**config.mk**
```make
export PLATFORM = sky130hd
export DESIGN_NAME = wb_commit_ctrl
export DESIGN_NICKNAME = d
export VERILOG_FILES = /design/src/rtl/wb_commit_ctrl.sv
export SDC_FILE = /design/constraint.sdc
export NUM_CORES = 1
export LEC_CHECK = 0
export BUFFER_PORTS_ARGS = -buffer_cell sky130_fd_sc_hd__clkbuf_2
export CAP_MARGIN = 25
export CORE_AREA = 2 2 99 101
export DETAILED_ROUTE_END_ITERATION = 12
export DIE_AREA = 0 0 101 103
export PLACE_DENSITY = 0.83
export SLEW_MARGIN = 20
export SYNTH_ARGS = -nofsm -noshare
export SYNTH_HDL_FRONTEND = slang
export SYNTH_SLANG_ARGS = --single-unit
```
**constraint.sdc**
```tcl
create_clock -name clk -period 3.5 [get_ports clk]
set_clock_uncertainty 0.2 [all_clocks]
set_input_delay 0.35 -clock clk [delete_from_list [all_inputs] [get_ports clk]]
set_output_delay 0.35 -clock clk [all_outputs]
set_load 0.02 [all_outputs]
```
**src/rtl/wb_commit_ctrl.sv**
```systemverilog
// Registered writeback-stage controller: resolves destination and data source, waits for load data, drives the RF write port.
// Optional W-stage forwarding outputs are built when WB_FWD_EN is defined.
module wb_commit_ctrl #(
    parameter int DW       = 32,
    parameter int AW       = 5,
    parameter int LINK_OFS = 8
) (
    input  logic          clk,
    input  logic          reset,
    input  logic          in_valid,
    output logic          in_ready,
    input  logic          in_regwe,
    input  logic [1:0]    in_wadrs,
    input  logic [2:0]    in_wdsrc,
    input  logic [AW-1:0] in_rt,
    input  logic [AW-1:0] in_rd,
    input  logic [DW-1:0] in_alures,
    input  logic [DW-1:0] in_pc,
    input  logic [DW-1:0] in_cp0,
    input  logic [DW-1:0] in_hi,
    input  logic [DW-1:0] in_lo,
    input  logic          mem_rvalid,
    input  logic [DW-1:0] mem_rdata,
    input  logic          flush,
`ifdef WB_FWD_EN
    output logic          fwd_valid,
    output logic [AW-1:0] fwd_addr,
    output logic [DW-1:0] fwd_data,
`endif
    output logic          rf_we,
    output logic [AW-1:0] rf_waddr,
    output logic [DW-1:0] rf_wdata,
    output logic          busy
);

    typedef enum logic [1:0] {
        S_IDLE   = 2'd0,
        S_COMMIT = 2'd1,
        S_WAIT   = 2'd2
    } state_t;

    state_t        state_q, state_d;
    logic          regwe_q, regwe_d;
    logic [AW-1:0] waddr_q, waddr_d;
    logic [DW-1:0] wdata_q, wdata_d;
    logic          we_q, we_d;
    logic          busy_q, busy_d;
    logic          accept_s;
    logic          is_load_s;

    assign in_ready  = !reset && (state_q != S_WAIT);
    assign accept_s  = in_valid && in_ready && !flush;
    assign is_load_s = (in_wdsrc == 3'd1) && in_regwe;

    // State register
    always_ff @(posedge clk) begin
        if (reset) begin
            state_q <= S_IDLE;
        end else begin
            state_q <= state_d;
        end
    end

    // Next-state logic; flush beats mem_rvalid while waiting
    always_comb begin
        state_d = S_IDLE;
        case (state_q)
            S_IDLE, S_COMMIT: begin
                if (accept_s) begin
                    state_d = is_load_s ? S_WAIT : S_COMMIT;
                end else begin
                    state_d = S_IDLE;
                end
            end
            S_WAIT: begin
                if (flush) begin
                    state_d = S_IDLE;
                end else if (mem_rvalid) begin
                    state_d = S_COMMIT;
                end else begin
                    state_d = S_WAIT;
                end
            end
            default: state_d = S_IDLE;
        endcase
    end

    // Output/next-data logic: latch destination and data on acceptance, load data on mem_rvalid
    always_comb begin
        regwe_d = regwe_q;
        waddr_d = waddr_q;
        wdata_d = wdata_q;
        if (accept_s) begin
            regwe_d = in_regwe;
            case (in_wadrs)
                2'd0:    waddr_d = in_rt;
                2'd1:    waddr_d = in_rd;
                2'd2:    waddr_d = {AW{1'b1}};
                default: waddr_d = in_rd;
            endcase
            case (in_wdsrc)
                3'd0:    wdata_d = in_alures;
                3'd1:    wdata_d = {DW{1'b0}};
                3'd2:    wdata_d = in_pc + DW'(LINK_OFS);
                3'd3:    wdata_d = in_cp0;
                3'd4:    wdata_d = in_hi;
                3'd5:    wdata_d = in_lo;
                default: wdata_d = in_alures;
            endcase
        end else if ((state_q == S_WAIT) && !flush && mem_rvalid) begin
            wdata_d = mem_rdata;
        end else begin
            wdata_d = wdata_q;
        end
        we_d   = (state_d == S_COMMIT) && regwe_d && (waddr_d != {AW{1'b0}});
        busy_d = (state_d == S_WAIT);
    end

    // Registered write port and latched instruction fields
    always_ff @(posedge clk) begin
        if (reset) begin
            regwe_q <= 1'b0;
            waddr_q <= {AW{1'b0}};
            wdata_q <= {DW{1'b0}};
            we_q    <= 1'b0;
            busy_q  <= 1'b0;
        end else begin
            regwe_q <= regwe_d;
            waddr_q <= waddr_d;
            wdata_q <= wdata_d;
            we_q    <= we_d;
            busy_q  <= busy_d;
        end
    end

    assign rf_we    = we_q;
    assign rf_waddr = waddr_q;
    assign rf_wdata = wdata_q;
    assign busy     = busy_q;

`ifdef WB_FWD_EN
    assign fwd_valid = we_q;
    assign fwd_addr  = waddr_q;
    assign fwd_data  = wdata_q;
`endif

endmodule
```
==> reports/qor.yml <==
timing:
  layout_setup_ws_ns: 1.03
  finalCritPeriodShare: 0.705
  setup_viol: 0
  period_minus_slack_ns: 2.47
  fmax_ghz: 0.405
  worstMarginPinSlew_ns: 0.777
  slew_viol_final: 0
  final-hold-violation-count: 0
  holdWs_ns: 0.102
  grt_setup_unrepaired: "no"
  relSlewSlack: 0.476
  setup_tns_ns: 0
synth:
  synth.most_common_cell: "nand2_1"
  ys_ff_latch: 42
  synth_area_sq_mm: 0.00384
  yosysTopAreaCellShare: 0.219
  synth_warnings: 0
  yosys.area.top_type: "dfxtp_1"
  ys_seq_area_frac: 0.219
  synth_edf_count: 0
  async_flop_share: 0
  synth.distinct_cells: 63
  synthFlopType: "dfxtp_1"
  avgSynthCellArea_sq_um: 6.76
  synth_area_leaders: "dfxtp_1 22%, nand2_1 8.7%, o21ai_0 7.3%"
  syn_inst: 569
  synthTopCellsByCount: "89 x nand2_1, 56 x o21ai_0, 51 x nor2_1, 44 x clkbuf_1, 42 x dfxtp_1"
  syn_nets: 783
floorplanning:
  ios: 253
  die_area_sq_mm: 0.0104
  fp.dieW_um: 101
  die_h_um: 103
  num_rows: 36
  core-area_sq_mm: 0.00946
  start_util: 0.406
setup_path:
  end_kind: "flop"
  cpPeakStageDelay_ns: 0.44
  r2r_cells: 6
  reg2reg_from: "state_q[0]$_SDFF_PP0_"
  startpoint_type: "flop"
  r2r_slack_ns: 1.03
  reg2reg_to: "rf_wdata[10]$_SDFFE_PP0P_"
  worst_ep_required_time_ns: 3.44
  crit_chain: "nor2b_1, nor4b_2, buf_4, nand2b_1, o21ai_0, a311oi_1"
  worstSetupEndpoint: "rf_wdata[10]$_SDFFE_PP0P_"
  cp_max_fo: 38
  critical_path_arrival_ns: 2.41
  worst_path_max_delay_cell: "nand2b_1"
  cp-startpoint: "state_q[0]$_SDFF_PP0_"
  critPathKind: "reg -> reg"
cells_and_area:
  syn2layout_area_growth_pct: 37.6
  nets: 1008
  post-route-util: 0.559
  layout-drive-gt1-share: 0.361
  n_antenna_cell: 0
clock_network:
  insertion_delay_ns: 0.29
  cts_num_sinks: 42
  clock_path_buffers: 2
  post_cts_buffers: 0
  numCtsBuffers: 5
  path_clk_slew_ns: 0.09
  cts.htree.levels: 2
  holdBufCountCts: 0
  clockRootBuffer: "clkbuf_8"
  tritoncts: "built"
  cts_resized: 0
drt:
  drt_first_iter_violations: 529
  num_vias: 5398
  drt_first_pass_iters: 9
  drc: 0
  wirelength_um: 17200
  wl_per_cell_um: 18.9
  viasPerCell: 5.94
  antenna_left: 0
grt:
  first_global_vias: 4776
  grt_max_degree: 39
  antenna_found_initial: 0
  overflow: 0
  grt_pass1_wl_um: 25300
  track_usage: 0.312
placement:
  dp_hpwl_um: 13700
  io_buffer_count: 252
  dp_slack_ns: 0.854
  place.gp.congestion: 0.997
pwr:
  ir_drop_v: 0.000130
  power_per_cell_area_mw_per_mm2: 249
  leakagePower_nw: 2.44
flow_run:
  cap_violations: 0
run_status:
  status: "complete, no violations"
min_path:
  worstHoldPathType: "in -> reg"
==> final cells by class <==
type                    count  area [sq um]
clock buffers               6          72.6
inverters                  12          45.0
repair buffers            267          1370
fillers                   993          4170
well taps                 114           143
clock inverters             2          13.8
multi-input cells         466          2800
flip-flops and latches     42           841
==> where the power goes <==
group,internal [W],switching (W)
sequential,0.000501,0.0000141
clock,0.000141,0.000187
combinational,0.000209,0.000267
total,0.000852,0.000468
==> routing by layer <==
metal / share of wire / wire length [um] / up-vias / track usage
met2: 0.46 / 7810 / 335 / 0.519
met3: 0.11 / 1820 / 38 / 0.0475
met5: 0 / 0 / - / 0
li1: - / - / 2562 / -
met4: 0.023 / 388 / 0 / 0.0603
met1: 0.42 / 7140 / 2463 / 0.431
==> how the worst min path moves through the flow <==
stage / startpoint / to / depth (start not counted)
global placement: regwe_q$_SDFF_PP0_ / regwe_q$_SDFF_PP0_ / 2
floorplan: regwe_q$_SDFF_PP0_ / regwe_q$_SDFF_PP0_ / 2
detailed placement: regwe_q$_SDFF_PP0_ / regwe_q$_SDFF_PP0_ / 2
CTS: mem_rdata[6] / rf_wdata[6]$_SDFFE_PP0P_ / 3
global route: mem_rdata[7] / rf_wdata[7]$_SDFFE_PP0P_ / 3
finish: mem_rdata[6] / rf_wdata[6]$_SDFFE_PP0P_ / 3
==> through the flow <==
step | std cells | power (W) | instance area [sq um]
final | 909 | 0.00132 | 5290
after global routing | 909 | 0.00138 | 5290
after CTS | 909 | 0.00132 | 5290
after detailed placement | 901 | 0.000993 | 5200
after global placement | 901 | 0.000991 | 5200
after floorplan | 569 | 0.000762 | 3840
==> worst max-delay path: cells and delay by family (launching register included) <==
family                 cells  cell delay [ns]
AND/OR/NAND/NOR            3             0.83
buffers and inverters      1             0.43
flip-flops                 1             0.43
AO/OA/AOI/OAI              2             0.40
==> cell usage in the layout, fill, tap and decap left out, types with 7 or more instances in the layout <==
cell,Yosys,layout
buf_4,0,15
nand3_1,16,16
a21oi_1,23,23
nand2_1,89,89
nor2_1,51,50
nor3_1,18,18
and3_1,10,10
a222oi_1,13,13
a21o_1,15,15
nand2b_1,20,20
clkbuf_2,0,252
dfxtp_1,42,42
nor4_1,7,7
xnor2_1,9,9
xor2_1,7,7
o21ai_0,56,56
o2111ai_1,9,9
nand4_1,7,7
inv_1,11,11
mux2i_1,7,7
o22ai_1,12,12
a211oi_1,8,8
==> kinds of logic after synthesis <==
kind of cell,count (synthesis),synth area share
XOR/XNOR,16,0.0364
buffers and inverters,61,0.0599
flip-flops,42,0.219
adder cells (fa/ha/maj),1,0.00325
AO/OA/AOI/OAI,195,0.347
multiplexers,8,0.0212
AND/OR/NAND/NOR,246,0.313
==> registers in the layout (all words and copies together) (netlist names) <==
name and flops:
busy 1, regwe_q 1, rf_we 1, rf_wdata 32, rf_waddr 5, state_q 2
No activity file was read; power rests on OpenSTA's default activity.
